<file path="config.mk">
export PLATFORM = sky130hd
export DESIGN_NAME = bomb_fuse_square
export DESIGN_NICKNAME = d
export VERILOG_FILES = /design/src/rtl/bomb_fuse_square.sv
export SDC_FILE = /design/constraint.sdc
export NUM_CORES = 1
export LEC_CHECK = 0
export BUFFER_PORTS_ARGS = -buffer_cell sky130_fd_sc_hd__buf_2
export CAP_MARGIN = 20
export CORE_MARGIN = 3
export CORE_UTILIZATION = 50
export CTS_CLUSTER_DIAMETER = 50
export DETAILED_ROUTE_END_ITERATION = 10
export GPL_TIMING_DRIVEN = 1
export PLACE_DENSITY = 0.85
export SYNTH_ARGS = -nofsm -noshare
export SYNTH_HDL_FRONTEND = slang
export SYNTH_SLANG_ARGS = --single-unit
</file>
<file path="constraint.sdc">
create_clock -name clk -period 6.3 [get_ports clk]
set_input_delay 0.63 -clock clk [delete_from_list [all_inputs] [get_ports clk]]
set_output_delay 0.63 -clock clk [all_outputs]
set_load 0.01 [all_outputs]
</file>
<file path="src/rtl/bomb_fuse_square.sv">
// Bomb position and fuse sequencer for the bomb bitmap stage.
// Latches a tile-aligned bomb position on a rising place request, runs the
// ARMED -> BLINK -> EXPLODE fuse on frame pulses, and tells the bitmap which
// scanned pixels fall inside the visible 32x32 bomb square and where.
module bomb_fuse_square #(
   parameter int OBJECT_WIDTH   = 32,
   parameter int OBJECT_HEIGHT  = 32,
   parameter int FUSE_FRAMES    = 120,
   parameter int BLINK_FRAMES   = 40,
   parameter int BLINK_PERIOD   = 8,
   parameter int EXPLODE_FRAMES = 30
) (
   input  logic        clk,
   input  logic        resetN,
   input  logic        startOfFrame,
   input  logic [10:0] pixelX,
   input  logic [10:0] pixelY,
   input  logic [10:0] playerX,
   input  logic [10:0] playerY,
   input  logic        placeRequest,
   output logic        InsideRectangle,
   output logic [10:0] offsetX,
   output logic [10:0] offsetY,
   output logic        bombActive,
   output logic        exploding,
   output logic        explodePulse,
   output logic [10:0] bombX,
   output logic [10:0] bombY
);

   // Counter must hold the longest phase length minus one.
   localparam int MAX_AB      = (FUSE_FRAMES > BLINK_FRAMES) ? FUSE_FRAMES : BLINK_FRAMES;
   localparam int MAX_FRAMES  = (MAX_AB > EXPLODE_FRAMES) ? MAX_AB : EXPLODE_FRAMES;
   localparam int CNT_W       = $clog2(MAX_FRAMES + 1);
   // Bit of the frame counter that toggles once per blink half-period.
   localparam int BLINK_SHIFT = $clog2(BLINK_PERIOD);

   typedef enum logic [1:0] {
      ST_IDLE    = 2'd0,
      ST_ARMED   = 2'd1,
      ST_BLINK   = 2'd2,
      ST_EXPLODE = 2'd3
   } state_e;

   state_e            state_q, state_d;
   logic [CNT_W-1:0]  frame_cnt_q, frame_cnt_d;
   logic [10:0]       bomb_x_q, bomb_x_d;
   logic [10:0]       bomb_y_q, bomb_y_d;
   logic              prev_place_q;
   logic              explode_pulse_q, explode_pulse_d;

   logic              place_edge;
   logic              visible;
   logic              inside_x, inside_y;
   logic [11:0]       px_ext, py_ext, bx_ext, by_ext;

   assign place_edge = placeRequest & ~prev_place_q;

   // Next-state logic: placement in IDLE, frame counting and phase changes elsewhere.
   always_comb begin
      // NOTE: every signal written here gets a default first, so no path can leave it unassigned and infer a latch.
      state_d         = state_q;
      frame_cnt_d     = frame_cnt_q;
      bomb_x_d        = bomb_x_q;
      bomb_y_d        = bomb_y_q;
      explode_pulse_d = 1'b0;
      unique case (state_q)
         ST_IDLE: begin
            // Placement wins over a coincident frame pulse: counter starts at 0.
            if (place_edge) begin
               state_d     = ST_ARMED;
               frame_cnt_d = '0;
               bomb_x_d    = (playerX + 11'(OBJECT_WIDTH / 2))  & ~11'(OBJECT_WIDTH - 1);
               bomb_y_d    = (playerY + 11'(OBJECT_HEIGHT / 2)) & ~11'(OBJECT_HEIGHT - 1);
            end
         end
         ST_ARMED: begin
            if (startOfFrame) begin
               if (frame_cnt_q == CNT_W'(FUSE_FRAMES - 1)) begin
                  state_d     = ST_BLINK;
                  frame_cnt_d = '0;
               end else begin
                  frame_cnt_d = frame_cnt_q + CNT_W'(1);
               end
            end
         end
         ST_BLINK: begin
            if (startOfFrame) begin
               if (frame_cnt_q == CNT_W'(BLINK_FRAMES - 1)) begin
                  state_d         = ST_EXPLODE;
                  frame_cnt_d     = '0;
                  explode_pulse_d = 1'b1;
               end else begin
                  frame_cnt_d = frame_cnt_q + CNT_W'(1);
               end
            end
         end
         ST_EXPLODE: begin
            if (startOfFrame) begin
               if (frame_cnt_q == CNT_W'(EXPLODE_FRAMES - 1)) begin
                  state_d     = ST_IDLE;
                  frame_cnt_d = '0;
               end else begin
                  frame_cnt_d = frame_cnt_q + CNT_W'(1);
               end
            end
         end
         default: begin
            state_d     = ST_IDLE;
            frame_cnt_d = '0;
         end
      endcase
   end

   // State registers; reset drops straight back to IDLE with no pulse.
   always_ff @(posedge clk or negedge resetN) begin
      if (!resetN) begin
         state_q         <= ST_IDLE;
         frame_cnt_q     <= '0;
         bomb_x_q        <= '0;
         bomb_y_q        <= '0;
         prev_place_q    <= 1'b0;
         explode_pulse_q <= 1'b0;
      end else begin
         // NOTE: non-blocking assignments here so every register samples pre-edge values regardless of statement order.
         state_q         <= state_d;
         frame_cnt_q     <= frame_cnt_d;
         bomb_x_q        <= bomb_x_d;
         bomb_y_q        <= bomb_y_d;
         prev_place_q    <= placeRequest;
         explode_pulse_q <= explode_pulse_d;
      end
   end

   // Visibility: solid while armed, square-wave blink during BLINK, hidden otherwise.
   always_comb begin
      visible = 1'b0;
      unique case (state_q)
         ST_ARMED: visible = 1'b1;
         ST_BLINK: visible = ~frame_cnt_q[BLINK_SHIFT];
         default:  visible = 1'b0;
      endcase
   end

   // Rectangle test widened to 12 bits so a bomb at the right/bottom edge
   // does not wrap its far boundary to zero.
   always_comb begin
      px_ext          = {1'b0, pixelX};
      py_ext          = {1'b0, pixelY};
      bx_ext          = {1'b0, bomb_x_q};
      by_ext          = {1'b0, bomb_y_q};
      inside_x        = (px_ext >= bx_ext) && (px_ext < bx_ext + 12'(OBJECT_WIDTH));
      inside_y        = (py_ext >= by_ext) && (py_ext < by_ext + 12'(OBJECT_HEIGHT));
      InsideRectangle = visible & inside_x & inside_y;
      offsetX         = InsideRectangle ? (pixelX - bomb_x_q) : 11'd0;
      offsetY         = InsideRectangle ? (pixelY - bomb_y_q) : 11'd0;
   end

   assign bombActive   = (state_q != ST_IDLE);
   assign exploding    = (state_q == ST_EXPLODE);
   assign explodePulse = explode_pulse_q;
   assign bombX        = bomb_x_q;
   assign bombY        = bomb_y_q;

endmodule

</file>
# --- Yosys cells after proc, flatten, opt, wreduce, memory -nomap -nowiden ---
# Cells that the tools add are included.
totals:
  out_inout_bits: 48
  input_bits: 48
  regBits: 23
  elab_cells: 64
classes:
  bitwise: 5
  mux: 22
  addsub: 7
  eq_ne: 13
  reduce_logical: 7
  magnitude_cmp: 4
op_table:
  columns: ["op", "count"]
  rows:
  - ["7-bit two-way mux", 7]
  - ["7-bit case mux with 4 select lines", 1]
  - ["11-bit by 6-bit adder with 12-bit output, second input constant", 2]
  - ["11-bit by 12-bit < comparator with 1-bit output", 2]
  - ["11-bit by 5-bit adder with 11-bit output, second input constant", 2]
  - ["11-bit greater-or-equal comparator", 2]
  - ["11-bit two-way mux", 2]
  - ["11-bit subtractor", 2]
  - ["2-bit two-way mux", 7]
  - ["2-bit inequality test, second input constant", 6]
  - ["2-bit case mux with 4 select lines", 1]
  - ["7-bit by 1-bit adder with 7-bit output, second input constant", 1]
  - ["7-bit by 5-bit equality test with 1-bit output, second input constant", 1]
  - ["7-bit by 6-bit equality test with 1-bit output, second input constant", 1]
  - ["7-bit equality test, second input constant", 1]
  - ["7-bit AND reduction", 1]
  - ["2-bit equality test, second input constant", 2]
  - ["4-bit AND reduction", 1]
  - ["1-bit bitwise AND", 3]
  - ["1-bit two-way mux", 3]
  - ["2-bit by 1-bit equality test with 1-bit output, second input constant", 1]
  - ["1-bit logical AND", 2]
  - ["2-bit zero test", 1]
  - ["2-bit by 1-bit inequality test with 1-bit output, second input constant", 1]
  - ["other kinds (4)", 5]

# --- Longest topological paths before layout ---
logic_depth:
  word_depth: 6
  mapped_depth: 10
  depth_no_buf: 9

# --- Least setup slack after synthesis ---
# Ideal clock, no wire load.
synth_path:
  path_type: "in2out"
  startpoint: "input pixelY[5]"
  endpoint: "output InsideRectangle"
  setup_slack_ps: 3391
  path_buffers: 1
  arrival_ps: 2279
  cell_stages: 10
  path_cell_list: "inv_1 -> ha_1 -> inv_1 -> fa_1 -> a21o_1 -> a21oi_1 -> a21oi_1 -> o32ai_2 -> buf_4 -> nor2_1"
synth_between:
  elab_chain_cells: 3
  elab_cells_between_ends: 4
  cone_classes: "order compare: 2; bitwise: 1; reduce/logical: 1"
synth_lines:
  columns: ["element", "line_no", "rtl"]
  rows:
  - ["start: declaration", "17", "input logic [10:0] pixelY,"]
  - ["11-bit by 12-bit < comparator with 1-bit output or 11-bit greater-or-equal comparator (tied branches)", "153", "inside_y = (py_ext >= by_ext) && (py_ext < by_ext + 12'(OBJECT_HEIGHT));"]
  - ["1-bit logical AND (*)", "153", null]
  - ["1-bit bitwise AND (*)", "154", "InsideRectangle = visible & inside_x & inside_y;"]
  - ["end: declaration", "21", "output logic InsideRectangle,"]
# Mark *: on every way between the ends. The rest lies on a longest branch, timed or not.

# --- Final worst setup path ---
layout_path:
  startpoint: "input pixelY[5]"
  endpoint: "output offsetY[8]"
layout_between:
  elab_chain_cells: 4
  elab_cells_between_ends: 6
  cone_classes: "add/sub: 1; order compare: 2; mux: 1; bitwise: 1; reduce/logical: 1"
layout_lines:
  columns: ["element", "line_no", "rtl"]
  rows:
  - ["11-bit by 12-bit < comparator with 1-bit output or 11-bit greater-or-equal comparator (tied branches)", "153", null]
  - ["1-bit logical AND", "153", null]
  - ["1-bit bitwise AND", "154", null]
  - ["11-bit two-way mux (*)", "156", "offsetY = InsideRectangle ? (pixelY - bomb_y_q) : 11'd0;"]
  - ["end: declaration", "23", "output logic [10:0] offsetY,"]
# Marked as above.

==> metrics.csv <==
metric;value;unit
die_h;78.49;um
cp-start-kind;primary input;
die-area;6161;um2
cp.required;5.67;ns
synth_edf_count;0;
worst_hold_slack;0.3309;ns
fin_nets;467;
core-area;4911;um2
met3_length;349;um
htree_num_levels;1;
r2r-end;state_q[1]$_DFFE_PN0P_;
first_pass_iters;4;
ys_async_sr_fraction;100.0;%
yosysWarnings;0;
crit_path_top_delay_cell;o32ai_4;
hold_class;in -> async;
grt-ovfl-total;0;
io-pin-count;96;
rrSetupSlack;3.92;ns
hold_buffers;0;
cts_sinks;23;
peakVddDrop;0.2080;mV
multi_input_area;1809;um2
viasPerCell;5.205;
numCtsBuffers;3;
diodes;0;
worstSetupPathType;in -> out;
hold_viol;0;
cts_setup_buffers;0;
finalCriticalPeriod;3.479;ns
clockRootBuffer;clkbuf_8;
synth_cell_type_count;52;
wl;5.814;mm
p_leak;1.544;nW
area_growth;16.90;%
drc;0;
setup-violations-final;0;
final_common_cell;buf_2;
cts_buffer_depth;2;
drv_cap;0;
grt_max_degree;24;
initial_utilization;53.50;%
cts_tree;built;
run_status;completed;
synthCells;309;
fin_tns_setup;0;ns
wl_met1;2.616;mm
slew_headroom;36.54;%
postRouteAntennaNets;0;
antenna_found_initial;0;
drtIter0Drc;87;
tightest_slew;0.9519;ns
num-fill-cells;430;
final_cell_mix;77 x buf_2, 41 x inv_1, 34 x ha_1;
grt_use_total;19.57;%
hpwlAfterDp;4.956;mm
worstSetupEndpointType;output port;
timing.final.crit_share;55.22;%
path_max_fanout;13;
synth_ff_type;dfrtp_1;
grt_pass1_wl;10.10;mm
synthMuxAreaShare;1.667;%
drive_gt1_share;29.84;%
cts-resized-gates;0;
core.rowCount;25;
synth_area;2628;um2
reg2reg_from;state_q[0]$_DFFE_PN0P_;
synth_compound_area_share;15.90;%
vias;2337;
io_buffer_count;77;
synth_fa_ha_area_share;17.71;%
gp_congestion;0.8693;
synth_top_family_by_area;simple AND/OR/NAND/NOR gates;
avgRoutedWirePerCell;12.95;um
die_w;78.49;um
insertion_delay;0.26;ns
dr_wl_met2;2.805;mm
slowest_delay;0.42;ns
yosysSeqAreaShare;21.90;%
drv_slew;0;
rsz0062_at_grt;false;
seq_area;575.6;um2
synth-seq-cells;23;
dr.max_layer_used;met4;
powerDensity;416.1;nW/um2
finalClockSkew;0.006829;ns
synth_xor_area_share;7.333;%
syn_area_per_cell;8.503;um2
crit_arrival;2.85;ns
timing.fmax;287.4;MHz
reg2regPathDepth;6;
clk_pin_slew;0.08;ns
critical_path.cell_chain;buf_2, inv_1, ha_1, inv_1, fa_1, a21o_1, a21oi_1, a21oi_1, o32ai_4, buf_8, nor4b_2, buf_2;
synthSimpleGateAreaFrac;24.38;%
grt_pass1_vias;2320;
## final cells by class
cell class                 instances  share of cell area, %
sequential                        23                  18.74
multi-input combinational        235                  58.90
inverter                          42                  5.132
clock buffer                       4                  1.466
timing repair buffer              78                  13.03
tap                               67                  2.729
## critical path: cells and delay by family
kind | cells | cell delay [ns]
AO/OA/AOI/OAI | 4 | 0.95
adder cells (fa/ha/maj) | 2 | 0.58
buffers and inverters | 5 | 0.62
AND/OR/NAND/NOR | 1 | 0.06
## Yosys cell counts (2+ instances only)
| cell type | instances | area (um2) |
|---|---|---|
| nor3_2 | 20 | 200.2 |
| nand4_1 | 2 | 12.51 |
| o31ai_1 | 2 | 15.01 |
| mux2_2 | 2 | 22.52 |
| o32ai_2 | 2 | 32.53 |
| fa_1 | 2 | 40.04 |
| buf_6 | 2 | 22.52 |
| o21ai_0 | 11 | 55.05 |
| nor2_1 | 16 | 60.06 |
| a211oi_1 | 4 | 30.03 |
| clkbuf_1 | 2 | 7.510 |
| a21oi_1 | 19 | 95.09 |
| nand2_1 | 16 | 60.06 |
| xor2_1 | 8 | 70.07 |
| nor2b_1 | 7 | 43.79 |
| ha_1 | 34 | 425.4 |
| dfrtp_1 | 23 | 575.6 |
| nor4_1 | 3 | 18.77 |
| and3_1 | 5 | 31.28 |
| nand3_1 | 18 | 90.09 |
| buf_4 | 12 | 90.09 |
| nor3_1 | 8 | 40.04 |
| buf_2 | 2 | 10.01 |
| inv_1 | 41 | 153.9 |
| o21ai_1 | 3 | 15.01 |
| o41ai_2 | 2 | 32.53 |
| nor4b_2 | 2 | 30.03 |
| a21o_1 | 4 | 30.03 |
| xnor2_1 | 14 | 122.6 |
## power breakdown
group	switching, mW	internal [mW]	leakage, nW
registers	0.0863	0.209	0.282
logic	0.518	0.377	1.24
clock network	0.0428	0.0450	0.0228
## cells by family after synthesis
family,Yosys count
compound gates,59
simple gates,104
buf+inv,60
other cells,1
mux,4
flops,23
xor+xnor,22
fa+ha+maj,36
## per-stage QoR
stage               power, mW  utilization [%]  std cells  area, um2  setup slack (ns)
detailed placement      1.195            61.63        445       3027             2.820
finish                  1.278            62.55        449       3072             2.821
global route            1.430            62.55        449       3072             2.575
floorplan              0.9772                -        318       2661             3.391
global placement        1.142            61.32        444       3012             2.680
CTS                     1.289            62.55        449       3072             2.804
## flip-flops by register name, summed over array words and instances (netlist names)
signal	cells
bombY	6
explodePulse	1
bombX	6
prev_place_q	1
state_q	2
frame_cnt_q	7
## per-layer routing
| layer | vias up | GRT usage, % |
|---|---|---|
| li1 | 1203 | - |
| met2 | 66 | 35.45 |
| met4 | 0 | 4.371 |
| met3 | 6 | 3.096 |
| met1 | 1062 | 24.32 |
| met5 | - | 0 |
## worst max path at each step
stage | start | slack (ns) | cells past startpoint | end
final | pixelY[5] | 2.82 | 12 | offsetY[8]
after global routing | bombY[5]$_DFFE_PN0P_ | 2.57 | 9 | offsetY[8]
after CTS | pixelX[5] | 2.80 | 11 | offsetY[8]
after detailed placement | pixelX[5] | 2.82 | 11 | offsetY[8]
after global placement | pixelX[5] | 2.68 | 10 | offsetY[8]
after floorplan | pixelY[5] | 3.39 | 10 | InsideRectangle
(Power assumes the default switching activity.)
